--- src/rtl/rtype_instr_encoder.sv ---
// Packs symbolic RV32I requests into instruction words and writes them to consecutive
// word addresses of instruction memory. Optional macro BEQ_ENCODE_EN enables BEQ packing.
module rtype_instr_encoder #(
    parameter int DEPTH  = 64,
    parameter int ADDR_W = 8
) (
    input  logic              Clock,
    input  logic              Reset,
    input  logic              InValid,
    output logic              InReady,
    input  logic [2:0]        Op,
    input  logic [4:0]        Rd,
    input  logic [4:0]        Rs1,
    input  logic [4:0]        Rs2,
    input  logic [11:0]       Imm,
    input  logic              Restart,
    output logic              WrEn,
    output logic [ADDR_W-1:0] WrAddr,
    output logic [31:0]       WrData,
    output logic [ADDR_W-2:0] WordCount,
    output logic              Full,
    output logic              Error
);

    localparam int CW = ADDR_W - 1;
    localparam logic [CW-1:0] DEPTH_CNT = CW'(DEPTH);

    localparam logic [6:0] OPC_R  = 7'b0110011;
    localparam logic [6:0] OPC_LW = 7'b0000011;
    localparam logic [6:0] OPC_SW = 7'b0100011;
`ifdef BEQ_ENCODE_EN
    localparam logic [6:0] OPC_BR = 7'b1100011;
`endif

    typedef enum logic [1:0] {
        IDLE = 2'd0,
        EMIT = 2'd1,
        FULL = 2'd2
    } state_t;

    state_t            state_reg, state_next;
    logic [CW-1:0]     count_reg, count_next;
    logic              error_reg, error_next;
    logic [ADDR_W-1:0] addr_reg, addr_next;
    logic [31:0]       data_reg, data_next;
    logic [CW-1:0]     count_inc;
    logic              wr_en;
    logic              legal;
    logic [31:0]       enc;

    // Request decode; unused register fields simply do not appear in the word.
    always_comb begin
        legal = 1'b1;
        enc   = 32'd0;
        case (Op)
            3'b000: enc = {7'b0000000, Rs2, Rs1, 3'b000, Rd, OPC_R};
            3'b001: enc = {7'b0100000, Rs2, Rs1, 3'b000, Rd, OPC_R};
            3'b010: enc = {7'b0000000, Rs2, Rs1, 3'b111, Rd, OPC_R};
            3'b011: enc = {7'b0000000, Rs2, Rs1, 3'b110, Rd, OPC_R};
            3'b100: enc = {Imm, Rs1, 3'b010, Rd, OPC_LW};
            3'b101: enc = {Imm[11:5], Rs2, Rs1, 3'b010, Imm[4:0], OPC_SW};
`ifdef BEQ_ENCODE_EN
            // Imm holds offset[12:1], so Imm[11] is offset[12] and Imm[10] is offset[11].
            3'b110: enc = {Imm[11], Imm[9:4], Rs2, Rs1, 3'b000, Imm[3:0], Imm[10], OPC_BR};
`endif
            default: legal = 1'b0;
        endcase
    end

    assign count_inc = count_reg + CW'(1);

    always_comb begin
        state_next = state_reg;
        count_next = count_reg;
        error_next = error_reg;
        addr_next  = addr_reg;
        data_next  = data_reg;
        wr_en      = 1'b0;
        if (Restart) begin
            state_next = IDLE;
            count_next = '0;
            error_next = 1'b0;
        end else begin
            case (state_reg)
                IDLE: begin
                    if (InValid) begin
                        if (legal) begin
                            data_next  = enc;
                            addr_next  = {count_reg[ADDR_W-3:0], 2'b00};
                            state_next = EMIT;
                        end else begin
                            error_next = 1'b1;
                        end
                    end
                end
                EMIT: begin
                    wr_en      = 1'b1;
                    count_next = count_inc;
                    state_next = (count_inc == DEPTH_CNT) ? FULL : IDLE;
                end
                FULL:    state_next = FULL;
                default: state_next = IDLE;
            endcase
        end
    end

    always_ff @(posedge Clock) begin
        if (Reset) begin
            state_reg <= IDLE;
            count_reg <= '0;
            error_reg <= 1'b0;
            addr_reg  <= '0;
            data_reg  <= '0;
        end else begin
            state_reg <= state_next;
            count_reg <= count_next;
            error_reg <= error_next;
            addr_reg  <= addr_next;
            data_reg  <= data_next;
        end
    end

    // A reset arriving during EMIT suppresses the strobe of that cycle.
    assign WrEn      = wr_en && !Reset;
    assign InReady   = (state_reg == IDLE);
    assign Full      = (state_reg == FULL);
    assign WrAddr    = addr_reg;
    assign WrData    = data_reg;
    assign WordCount = count_reg;
    assign Error     = error_reg;

endmodule

--- config.mk ---
export PLATFORM = sky130hd
export DESIGN_NAME = rtype_instr_encoder
export DESIGN_NICKNAME = d
export VERILOG_FILES = /design/src/rtl/rtype_instr_encoder.sv
export SDC_FILE = /design/constraint.sdc
export NUM_CORES = 1
export LEC_CHECK = 0
export BUFFER_PORTS_ARGS = -buffer_cell sky130_fd_sc_hd__buf_2
export CAP_MARGIN = 15
export CORE_MARGIN = 2
export CORE_UTILIZATION = 30
export CTS_CLUSTER_DIAMETER = 30
export DETAILED_ROUTE_END_ITERATION = 10
export SKIP_CTS_REPAIR_TIMING = 1
export SYNTH_ARGS = -nofsm -noshare
export SYNTH_HDL_FRONTEND = slang
export SYNTH_SLANG_ARGS = --single-unit
--- constraint.sdc ---
create_clock -name Clock -period 4.2 [get_ports Clock]
set_clock_uncertainty 0.05 [all_clocks]
set_input_delay 0.21 -clock Clock [delete_from_list [all_inputs] [get_ports Clock]]
set_output_delay 0.21 -clock Clock [all_outputs]
set_load 0.03 [all_outputs]
==> impl_metrics.tcl <==
set metrics [dict create \
    swShare_pct 26.9 \
    numCtsBuffers 5 \
    fmax_mhz 449 \
    seq_power_share_pct 49.2 \
    period_share_pct 53.1 \
    initialDrtViolationCount 84 \
    rsz0062_at_grt "false" \
    crit_chain "or4b_1 > a21o_1 > nor3_1 > nor3_1" \
    antenna_found_initial 0 \
    critPathKind "flop to flop" \
    cts.clk_slew.worst_paths_ns 0.08 \
    diodes 0 \
    combPwrFrac_pct 15.0 \
    required_ns 4.30 \
    status "complete, no violations" \
    cap_violations 0 \
    period_minus_slack_ns 2.23 \
    grt_pass1_wl_um 8380 \
    drt-pass1-iter-count 5 \
    yosysWarnings 0 \
    core_mm2 0.00668 \
    yosysUniqueCellTypes 38 \
    clock-root-buffer "clkbuf_8" \
    power_density_mw_per_mm2 355 \
    setup_viol 0 \
    crit_arrival_ns 2.33 \
    overflow 0 \
    htree_levels 2 \
    avgSynthCellArea_um2 7.96 \
    clk_path_buf_depth 2 \
    path_delay_family "simple AND/OR/NAND/NOR gates" \
    wire_per_inst_um 12.9 \
    ys_ff_latch 44 \
    num_rows 30 \
    die_w_um 86.4 \
    hold_viol 0 \
    power_frac_clock_pct 35.8 \
    maxSlewHeadroom_pct 29.6 \
    p_leak_nw 1.11 \
    cp_num_buf_inv 0 \
    vias_per_cell 4.69 \
    num_io_pins 85 \
    fin_util_pct 37.5 \
    portBuffers 79 \
    ys.flop_type "dfxtp_1" \
    grt_max_degree 37 \
    p_sw_mw 0.239 \
    hold_class "input pin to flop" \
    clkLatencyLatePin_ns 0.30 \
    syn_to_final_growth_pct 23.0 \
    ir_drop_uv 163 \
    grt_pass1_vias 1753 \
    start_util_pct 30.5 \
    max_slew.worst_pin.slew_ns 1.06 \
    startpoint_type "flop" \
    power_mw 0.889 \
    num-nets-final 353 \
    cp-end-kind "flop" \
    wirelength_um 5160 \
    critPathMaxFanout 30 \
    drc 0 \
    largest_reg_flops 28 \
    numClockSinks 44 \
    num_vias 1873 \
    worst_path_most_repeated_cell "nor3_1" \
    synth-edff-count 0 \
    ant_nets 0 \
    internal_power_mw 0.650 \
    grt_usage_pct 14.1 \
    drive_gt1_share_pct 28.8 \
    synth_area_mm2 0.00204 \
    yosysSeqAreaShare_pct 43.2 \
    async_flop_share_pct 0 \
    place_congestion 0.759 \
    die_area_mm2 0.00746 \
    hpwlAfterDp_um 3570 \
    cpPeakStageDelay_ns 0.69 \
    syn-instance-count 256 \
    die_h_um 86.4 \
    drv_slew 0 \
    cpMaxStageDelayCell "or4b_1" \
    fin_setup_tns_ns 0 \
    tritoncts "built" \
]
-- final timing paths --
kind                start  slack, ns         end  depth (start not counted)
min                Imm[9]       0.09  WrData[29]                          3
max          state_reg[0]       1.97   WrData[7]                          4
min reg2reg    WrData[15]       0.41  WrData[15]                          2
max reg2reg  state_reg[0]       1.97   WrData[7]                          4
-- tightest hold or removal path, delay by kind of cell --
kind	cells	cell delay, ns
buffers and inverters	1	0.08
AO/OA/AOI/OAI	1	0.05
AND/OR/NAND/NOR	1	0.07
-- cell usage in the layout, fill, tap and decap left out, types with 4 or more instances in the layout --
cell and n:
a21oi_1 25, a22oi_1 6, nand3b_1 5, nor2_1 37, nor2b_1 10, xnor2_1 4, buf_2 79, nand2_1 28
conb_1 5, nand3_1 9, clkbuf_8 5, dfxtp_1 44, nand2b_1 7, nor3_1 21
-- stage by stage --
stage | hold WS, ns | setup slack, ns | cells | cell area [um^2]
4_1_cts | 0.0858 | 1.95 | 399 | 2510
6_report | 0.0927 | 1.97 | 399 | 2510
3_5_place_dp | 0.397 | 1.97 | 391 | 2400
2_1_floorplan | 0.296 | 2.49 | 260 | 2050
5_1_grt | 0.0940 | 1.77 | 399 | 2510
3_3_place_gp | 0.394 | 2.00 | 391 | 2400
-- logic make-up after synthesis --
| family | synth area share, % |
|---|---|
| mux | 0.983 |
| other cells | 0.184 |
| xor+xnor | 3.01 |
| buf+inv | 7.86 |
| flops | 43.2 |
| fa+ha+maj | 0.614 |
| compound gates | 12.2 |
| simple gates | 31.9 |
-- final cells by class --
| type | instances | area (um^2) |
|---|---|---|
| Inverter | 3 | 11.3 |
| Multi-Input combinational cell | 185 | 1010 |
| Timing Repair Buffer | 79 | 395 |
| Tap cell | 80 | 100 |
| Clock buffer | 6 | 72.6 |
| Fill cell | 727 | 4180 |
| Sequential cell | 44 | 881 |
| Clock inverter | 2 | 35.0 |
-- power by group through the flow --
stage	sequential (mW)	combinational, mW	clock, mW
after CTS	0.438	0.135	0.330
after global routing	0.440	0.147	0.343
final	0.438	0.133	0.318
after floorplan	0.474	0.0727	0
after global placement	0.448	0.133	0
after detailed placement	0.448	0.135	0
-- metal layers --
metal	vias up	part of all wire (%)	GRT usage, %	routed length, um
met3	7	6.0	3.71	308
met4	0	1.6	5.97	84
met1	853	47	18.3	2440
li1	964	-	-	-
met5	-	0	0	0
met2	49	45	22.3	2330
-- cell usage after synthesis (4+ instances only) --
library cell,number,area share (%)
a21oi_1,25,6.1
a22oi_1,6,2.2
buf_4,9,3.3
clkbuf_1,15,2.8
dfxtp_1,44,43
nand2_1,28,5.2
nand2b_1,7,2.1
nand3_1,9,2.2
nand3b_1,5,1.8
nor2_1,37,6.8
nor2b_1,10,3.1
nor3_1,21,5.2
xnor2_1,4,1.7
No activity file was read; power rests on OpenSTA's default activity.
